## config.mk

```make
export PLATFORM = sky130hd
export DESIGN_NAME = msg_display_queue
export DESIGN_NICKNAME = d
export VERILOG_FILES = /design/src/rtl/msg_display_queue.sv
export SDC_FILE = /design/constraint.sdc
export NUM_CORES = 1
export LEC_CHECK = 0
export CAP_MARGIN = 20
export CORE_ASPECT_RATIO = 2
export CORE_MARGIN = 2
export CORE_UTILIZATION = 58
export DETAILED_ROUTE_END_ITERATION = 6
export HOLD_SLACK_MARGIN = 0.12
export PLACE_DENSITY = 0.87
export SLEW_MARGIN = 10
export SYNTH_ARGS = -nofsm -noshare
export SYNTH_HDL_FRONTEND = slang
export SYNTH_SLANG_ARGS = --single-unit
```

## constraint.sdc

```tcl
create_clock -name clk -period 3.3 [get_ports clk]
set_clock_uncertainty 0.2 [all_clocks]
set_input_delay 0.66 -clock clk [delete_from_list [all_inputs] [get_ports clk]]
set_output_delay 0.66 -clock clk [all_outputs]
set_load 0.03 [all_outputs]
```

## src/rtl/msg_display_queue.sv

```systemverilog
// rtl/msg_display_queue.sv - PID-tagged message FIFO with timed display; `MSG_QUEUE_ACK_EN enables early Ack dismiss
module msg_display_queue #(
  parameter int DEPTH       = 4,
  parameter int HOLD_CYCLES = 50_000_000
) (
  input  logic                     clk,
  input  logic                     reset,
  input  logic [4:0]               MSG_In,
  input  logic                     MSG_Sign,
  input  logic [4:0]               PID_In,
  input  logic                     Ack,
  output logic [4:0]               Msg_Code,
  output logic [4:0]               Msg_PID,
  output logic                     Msg_Valid,
  output logic [$clog2(DEPTH):0]   Queue_Count,
  output logic                     Queue_Full,
  output logic                     Overflow
);

  localparam int PW = $clog2(DEPTH);
  localparam int CW = PW + 1;
  localparam int HW = $clog2(HOLD_CYCLES);

  typedef enum logic [1:0] {IDLE, SHOW, GAP} state_t;

  state_t          state, next_state;
  logic            sign_q, push_q;
  logic [9:0]      data_q;
  logic [9:0]      mem [DEPTH];
  logic [PW-1:0]   wr_ptr, rd_ptr;
  logic [CW-1:0]   count;
  logic [HW-1:0]   hold;
  logic            ack_hit, pop, load, full, push_acc, drop;

`ifdef MSG_QUEUE_ACK_EN
  assign ack_hit = Ack;
`else
  logic ack_unused;
  assign ack_unused = Ack;
  assign ack_hit    = 1'b0;
`endif

  assign full        = (count == CW'(DEPTH));
  // A push on the pop cycle reuses the slot being freed, so it is never dropped.
  assign push_acc    = push_q && (!full || pop);
  assign drop        = push_q && full && !pop;
  assign Queue_Count = count;
  assign Queue_Full  = full;

  always_ff @(posedge clk) begin
    if (!reset) state <= IDLE;
    else        state <= next_state;
  end

  always_comb begin
    next_state = state;
    pop        = 1'b0;
    load       = 1'b0;
    Msg_Valid  = 1'b0;
    case (state)
      IDLE: begin
        if (count != '0) begin
          next_state = SHOW;
          load       = 1'b1;
        end
      end
      SHOW: begin
        Msg_Valid = 1'b1;
        if (hold == '0 || ack_hit) begin
          next_state = GAP;
          pop        = 1'b1;
        end
      end
      GAP: begin
        if (count != '0) begin
          next_state = SHOW;
          load       = 1'b1;
        end else begin
          next_state = IDLE;
        end
      end
      default: next_state = IDLE;
    endcase
  end

  // Edge capture is registered with its data, so the FIFO write lands one edge after the rising edge.
  always_ff @(posedge clk) begin
    if (!reset) begin
      sign_q   <= 1'b0;
      push_q   <= 1'b0;
      data_q   <= '0;
      wr_ptr   <= '0;
      rd_ptr   <= '0;
      count    <= '0;
      hold     <= '0;
      Msg_Code <= '0;
      Msg_PID  <= '0;
      Overflow <= 1'b0;
    end else begin
      sign_q <= MSG_Sign;
      push_q <= MSG_Sign && !sign_q && (MSG_In != 5'd0);
      data_q <= {PID_In, MSG_In};
      if (push_acc) begin
        mem[wr_ptr] <= data_q;
        wr_ptr      <= wr_ptr + 1'b1;
      end
      if (pop) rd_ptr <= rd_ptr + 1'b1;
      count <= count + CW'(push_acc) - CW'(pop);
      if (drop) Overflow <= 1'b1;
      if (load) begin
        hold                <= HW'(HOLD_CYCLES - 1);
        {Msg_PID, Msg_Code} <= mem[rd_ptr];
      end else if (state == SHOW && hold != '0) begin
        hold <= hold - 1'b1;
      end
    end
  end

endmodule
```

Word level (Yosys, flattened, before mapping)
Memory sizes are Yosys's and may differ from the RTL's. A register that Yosys moved wholly into a read port is not among the register bits.
Index checks and enable logic that the tools add are counted.
Storage, ports and cells
  register bits after elaboration: 48
  bits in latches: 0
  memory bits (writable): 40
  memory bits (read-only): 0
  logic and storage cells: 56
  memories: 1
Cells by class
  $add $sub $neg: 5
  multiply operators: 0
  divide/modulo/power cells: 0
  magnitude comparators: 0
  equal/unequal tests: 5
  shift operators: 0
  muxes and demuxes: 14
  bitwise operators: 1
  reduce and logical (&&, ||, !) cells: 20
Memory list
  mem: words 4, width 10, read ports 1, clocked after Yosys merged registers in 1, write ports 1, line 29  | logic [9:0] mem [DEPTH];
Operator list (number)
  $mux 26: 2
  $logic_not 26->1: 1
  $reduce_bool 26->1: 1
  $sub 26x1->26 const B: 1
  $mux 1: 9
  $logic_and 1x1->1: 6
  $pmux 2 s3: 1
  $reduce_bool 5->1: 1
  $add 2x1->2 const B: 2
  $logic_not 1->1: 4
  $mux 2: 2
  $ne 2x2->1 const B: 2
  $reduce_or 2->1: 2
  $add 3x1->3: 1
  $eq 3x3->1 const B: 1
  $reduce_bool 3->1: 1
  $sub 3x1->3: 1
  $eq 2x1->1 const B: 1
  $eq 2x2->1 const B: 1
  $logic_not 2->1: 1
  $reduce_and 2->1: 1
  $reduce_bool 2->1: 1
  $logic_or 1x1->1: 1
  $not 1->1: 1

Longest topological paths before layout
Gate-level depths: netlist of run 1.
  depth after elaboration: 8
  gate-level depth with buffers: 15
  mapped depth without buffers: 15

Worst setup path after synthesis of run 1
OpenSTA, ideal clock, no wires.
  path kind: reg2reg
  from: register hold[2]
  to: register count[2], in the netlist Queue_Count[2]
  setup time: 0.128 ns
  data arrival time: 2.739 ns
  required time: 2.972 ns
  slack: 0.233 ns
  cell stages (with the launch flop): 14
  path buffers: 0
  clock period less this slack: 3.067 ns
  path through: dfxtp_1 > nor4_2 > nand4_2 > nor3_4 > o21a_4 > inv_1 > ha_1 > inv_1 > ha_1 > inv_1 > fa_1 > xor2_1 > xnor2_1 > nor2_1
Between the ends
  cells in the longest elaborated chain, start to end: 7
RTL lines
  from (decl): line 32  | logic [HW-1:0] hold;
  from (signal assigned): line 111  | hold <= HW'(HOLD_CYCLES - 1);
  from (signal assigned): line 114  | hold <= hold - 1'b1;
  $logic_not 26->1 *: line 69  | if (hold == '0 || ack_hit) begin
  $mux 1 *: line 69
  $mux 1 *: line 60  | case (state)
  named net pop: line 33  | logic ack_hit, pop, load, full, push_acc, drop;
  $logic_or 1x1->1: line 45  | assign push_acc = push_q && (!full || pop);
  $logic_and 1x1->1: line 45
  $add 3x1->3: line 108  | count <= count + CW'(push_acc) - CW'(pop);
  $sub 3x1->3 *: line 108
  to (signal assigned): line 108
  to (decl): line 31  | logic [CW-1:0] count;
Mark *: on every way through the listed nets, which the timed path passes. The rest lies on a longest branch.
A chain may end at the register's enable or synchronous reset.

Worst setup path in the final report of run 1
Same ends and word-level chain as after synthesis.

==> results of run 1 <==
routing by layer:
metal / track usage / vias to the layer above / wire, um
met5: 0 / - / 0
met4: 0.1671 / 0 / 342
met3: 0.03758 / 30 / 255
met1: 0.2094 / 1291 / 2759
met2: 0.4136 / 75 / 4352
li1: - / 1320 / -
state kept, by name (all words and copies together) (netlist names):
signal,count
rd_ptr,2
mem,40
state,2
Overflow,1
data_q,10
hold,26
Msg_Code,5
Msg_PID,5
sign_q,1
Queue_Count,3
push_q,1
wr_ptr,2
cell type report:
| class | count | area [um^2] | share of cell area |
|---|---|---|---|
| clock buffer | 9 | 225.2 | 0.04707 |
| multi-input combinational | 219 | 1617 | 0.3379 |
| clock inverter | 7 | 78.83 | 0.01647 |
| tap | 90 | 112.6 | 0.02354 |
| inverter | 11 | 41.29 | 0.008630 |
| sequential | 98 | 2362 | 0.4937 |
| timing repair buffer | 37 | 347.8 | 0.07270 |
metrics by stage:
stage               hold slack, ns  instance area [um^2]  power [mW]    util
floorplan                   0.1729                  4065       2.642       -
global placement            0.1863                  4476       3.061  0.6499
detailed placement          0.1973                  4476       3.104  0.6499
CTS                         0.2074                  4780       4.155  0.6940
global route                0.2246                  4785       4.394  0.6948
finish                      0.2037                  4785       4.159  0.6948
path summary, 6_finish.rpt:
check                             start        endpoint  slack [ns]  cells after the start
worst max-delay path            hold[2]  Queue_Count[2]        0.22                     13
worst min-delay path             sign_q          push_q        0.20                      1
worst max register to register  hold[2]  Queue_Count[2]        0.22                     13
worst min register to register   sign_q          push_q        0.20                      1
cells in the final DEF (no fill, tap or decap), drive strengths merged, types with 2 or more instances in the layout:
| cell | n |
|---|---|
| nand3 | 3 |
| nor3b | 3 |
| o21ai | 6 |
| mux2i | 3 |
| nand2 | 29 |
| o211ai | 2 |
| a21oi | 25 |
| clkbuf | 9 |
| nor4 | 12 |
| nor2 | 23 |
| and2 | 13 |
| clkdlybuf4s50 | 28 |
| or3 | 5 |
| o21a | 3 |
| and3 | 7 |
| or2 | 3 |
| clkinv | 2 |
| o31ai | 3 |
| edfxtp | 40 |
| xnor2 | 7 |
| ha | 8 |
| nor3 | 12 |
| nand4b | 2 |
| or4 | 6 |
| inv | 16 |
| nand4 | 9 |
| mux4 | 10 |
| dfxtp | 58 |
| buf | 9 |
| a211oi | 3 |
| xor2 | 13 |
logic make-up after synthesis:
group | after synthesis | share of synthesized area
compound gates | 45 | 0.06709
xor+xnor | 20 | 0.04309
fa+ha+maj | 9 | 0.02955
buf+inv | 24 | 0.02247
flops | 98 | 0.5811
simple gates | 132 | 0.1939
mux | 13 | 0.06279
where the power goes:
group          switching, mW  total [mW]  leakage [nW]  internal [mW]
sequential             0.187        1.62         0.842           1.44
clock                  0.494        1.04         0.151          0.542
combinational          0.904        1.50         0.729          0.594
what timing repair did:
action | CTS | global route
hold buffers | 0 | 0
setup endpoints to repair | 0 | 1
gates resized for setup | 0 | 1
setup buffers | 0 | 0
==> reports/qor.csv, run 1 <==
metric;value;unit
status;finished clean;
yosys warns;0;
worst hold path type;flop to flop;
Pwr Density;869.2;mW/mm^2
synthesized net count;364;
MaxCap Viol Count;0;
Yosys top cell by area;edfxtp_1;
Worst Path Arrival;3.10;ns
antenna violation net count after detailed routing;0;
Tmin final;3.075;ns
CP peak stage delay;0.47;ns
Final setup violation count;0;
antenna cell count;0;
synthesized area;0.004065;mm^2
largest net degree at the start of global routing;25;
Fin. Hold Viols;0;
Non-Filler Instances;471;
Slew Limit Fails;0;
RSZ-0062 raised after global routing;no;
placed cells;455;
share of the synthesized area in the top cell type;0.2955;
row cnt;43;
synthesis-stage register bit count;98;
TritonRoute pass-1 iters;4;
CORE AREA;0.006887;mm^2
highest clock rate;325.2;MHz
FFs w/ async S/R, synth;0;
CTS max path bufs;2;
Max H-tree Level;3;
GRT Util Overall;0.2209;
Die Y-Extent;122.4;um
global-route wire length before repair;12810;um
vias in the first global route;2799;
total number of vias;2716;
Worst Tran Pin Value;0.7540;ns
CTS sink count;98;
Worst Path Buf+Inv;3;
Max stage delay cell, worst path;nor4_2;
io pins;30;
CTS tree;yes;
Final period util;0.9320;
CTS Buf Count;9;
RePlAce Congestion;0.9108;
DRC;0;
Place WS;0.1006;ns
largest cells by area after synthesis;edfxtp_1, dfxtp_1, mux4_2, a21oi_1, xor2_1;
Worst Setup End Kind;flop;
syn_area_per_cell;11.92;um^2
fill count;528;
# nets final;399;
CP Data Required Time;3.32;ns
input/output buffers;28;
CP startpoint kind;flop;
Area Overhead vs Synth;17.70;%
static leakage power;1.722;nW
CP Cell Sequence;nor4_2 > nand4_2 > nor3_4 > o21a_4 > inv_1 > ha_1 > inv_1 > ha_1 > inv_1 > fa_1 > xor2_1 > xnor2_1 > nor2_1;
Die Width;63.20;um
sequential area share after synthesis;0.5811;
Post-synth EDFFs;40;
CP Class;flop to flop;
Detailed Place HPWL;5547;um
cell with the most instances after synthesis;dfxtp_1;
Initial Util;0.5903;
routed wire length per instance;16.37;um
Gate Count Post-Synth;341;
Cell variety after synth;47;
initial antenna violation count;0;
CTS root buffer;clkbuf_16;
grt total ovfl;0;
CP top delay family;simple AND/OR/NAND/NOR gates;
First DRT Iteration DRCs;149;
Clock transition at path regs;0.07;ns
VDD IR max;0.0005994;V
via density per instance;5.766;
Worst-Skew Late Latency;0.35;ns
CP Max Fanout;8;
Routed WL;7710;um
Max-Slew Margin vs Limit;0.4966;
Die ar.;0.007735;mm^2
dominant synthesized flop cell;dfxtp_1;
final setup TNS;0;ns
most frequent CP cell;inv_1;
Post-synth top cells;dfxtp_1, edfxtp_1, nand2_1;
share of layout cells above drive strength 1;0.1417;
final worst slack;0.2246;ns
(Power assumes the default switching activity.)
==> run 2, diff against run 1 <==
HOLD_SLACK_MARGIN = 0.05   (was 0.12)
==> results of run 2 <==
Final layout, timing and power as in run 1 (identical DEF).
==> run 3, diff against run 2 <==
TNS_END_PERCENT = 5   (was default)
clock period = 3.4 ns   (was 3.3 ns; I/O delays follow)
==> run 3 against run 2 <==
  * Clock-buffer cell count stayed put
  * Critical path depth is 2 higher
  * First-iteration DRC count is 72% higher
  * Fmax shrank 1.9%
  * Combinational power about the same
  * Via count up 1.5%
  * Worst hold slack got worse by 0.0070 ns
  * Clock power fell by 5%
==> reports/qor.csv, run 3 (same netlist as run 1, synthesis figures left out) <==
metric;value;unit
Die ar.;0.007735;mm^2
initial antenna violation count;0;
MaxCap Viol Count;0;
CTS Buf Count;9;
most common cell after layout, fill and taps aside;dfxtp_1;
largest register by flop count;mem;
hold path endpoint;push_q;
hold_sp;sign_q;
Max H-tree Level;3;
via density per instance;5.856;
# nets final;399;
Worst Path Arrival;3.15;ns
RePlAce Congestion;0.9111;
Pwr Density;847.3;mW/mm^2
row cnt;43;
CORE AREA;0.006887;mm^2
Final Cell Area;0.004776;mm^2
share of layout cells above drive strength 1;0.1417;
RSZ-0062 raised after global routing;no;
Die Width;63.20;um
input/output buffers;28;
placed cells;455;
Top Registers;mem x40, hold x26, data_q x10;
CTS root buffer;clkbuf_16;
Max-Slew Margin vs Limit;0.4851;
Final setup violation count;0;
reg2reg end;Queue_Count[2];
CP Data Required Time;3.41;ns
vias in the first global route;2771;
leading cell types in the layout, fill and taps excluded;dfxtp_1, edfxtp_1, nand2_1, clkdlybuf4s50_1, a21oi_1;
global-route wire length before repair;13100;um
DRC;0;
Initial Util;0.5903;
Die Y-Extent;122.4;um
worst hold path type;flop to flop;
Tmin final;3.134;ns
status;finished clean;
grt total ovfl;0;
Hold Worst Slack;0.1967;ns
CTS sink count;98;
Worst-Skew Late Latency;0.34;ns
r2r startpoint;hold[0];
CP Launch Point;hold[0];
static leakage power;1.713;nW
Clock transition at path regs;0.07;ns
R2R depth;15;
Detailed Place HPWL;5558;um
CTS max path bufs;2;
CP startpoint kind;flop;
Place WS;0.1879;ns
CP Class;flop to flop;
largest net degree at the start of global routing;25;
total number of vias;2758;
Final period util;0.9219;
final setup TNS;0;ns
GRT Util Overall;0.2239;
VDD IR max;0.0004856;V
antenna cell count;0;
Worst Tran Pin Value;0.7713;ns
Worst Setup End Kind;flop;
Non-Filler Instances;471;
Slew Limit Fails;0;
hold_buf cts;0;
Routed WL;7982;um
highest clock rate;319.1;MHz
antenna violation net count after detailed routing;0;
CP Max Fanout;7;
First DRT Iteration DRCs;256;
io pins;30;
Hold Path Cell Cnt;1;
Cell Area, Placed;0.004476;mm^2
final worst slack;0.2657;ns
CTS tree;yes;
max reg flops;40;
routed wire length per instance;16.95;um
flop-to-flop setup slack;0.27;ns
TritonRoute pass-1 iters;4;
Area Overhead vs Synth;17.48;%
Fin. Hold Viols;0;
[run 3: per-stage QoR]
stage	power, mW	util
after global placement	2.973	0.6499
after global routing	4.240	0.6935
after detailed placement	3.028	0.6499
final	4.047	0.6935
after CTS	4.034	0.6928
after floorplan	2.565	-
[run 3: worst max path at each step]
stage / slack, ns / to
2_1_floorplan: 0.33 / Queue_Count[2]
3_3_place_gp: 0.29 / Queue_Count[2]
3_5_place_dp: 0.19 / Queue_Count[2]
4_1_cts: 0.08 / Queue_Count[2]
5_1_grt: 0.07 / Queue_Count[2]
6_report: 0.27 / Queue_Count[2]
[run 3: timing repair]
| item | CTS | global route |
|---|---|---|
| buffers inserted | 0 | 0 |
| endpoints found under the setup margin | 0 | 1 |
| resized for setup | 0 | 1 |
[run 3: final cells by class]
cell class	count	area, um^2
timing repair buffer	37	347.8
tap	90	112.6
clock buffer	9	225.2
multi-input combinational	219	1617
inverter	11	41.29
clock inverter	7	70.07
sequential	98	2362
fill	527	2111
[run 3: layer usage]
| layer | global-route usage | wire [um] |
|---|---|---|
| met5 | 0 | 0 |
| met4 | 0.1264 | 304 |
| met3 | 0.04491 | 247 |
| met2 | 0.4289 | 4524 |
| met1 | 0.2183 | 2906 |
[run 3: power breakdown]
group,switching [mW],internal (mW),leakage [nW]
sequential,0.189,1.39,0.842
clock,0.471,0.517,0.142
combinational,0.896,0.580,0.729
total,1.56,2.49,1.71
[run 3: worst max-delay path, stage by stage (launching register included)]
cell	delay [ns]
dfxtp_1	0.32
inv_1	0.11
ha_1	0.19
nor3b_2	0.31
nand4_2	0.19
nor3_4	0.22
o21a_4	0.20
inv_1	0.05
ha_1	0.26
inv_1	0.05
ha_1	0.13
inv_1	0.05
fa_1	0.37
xor2_1	0.17
xnor2_1	0.13
nor2_1	0.06
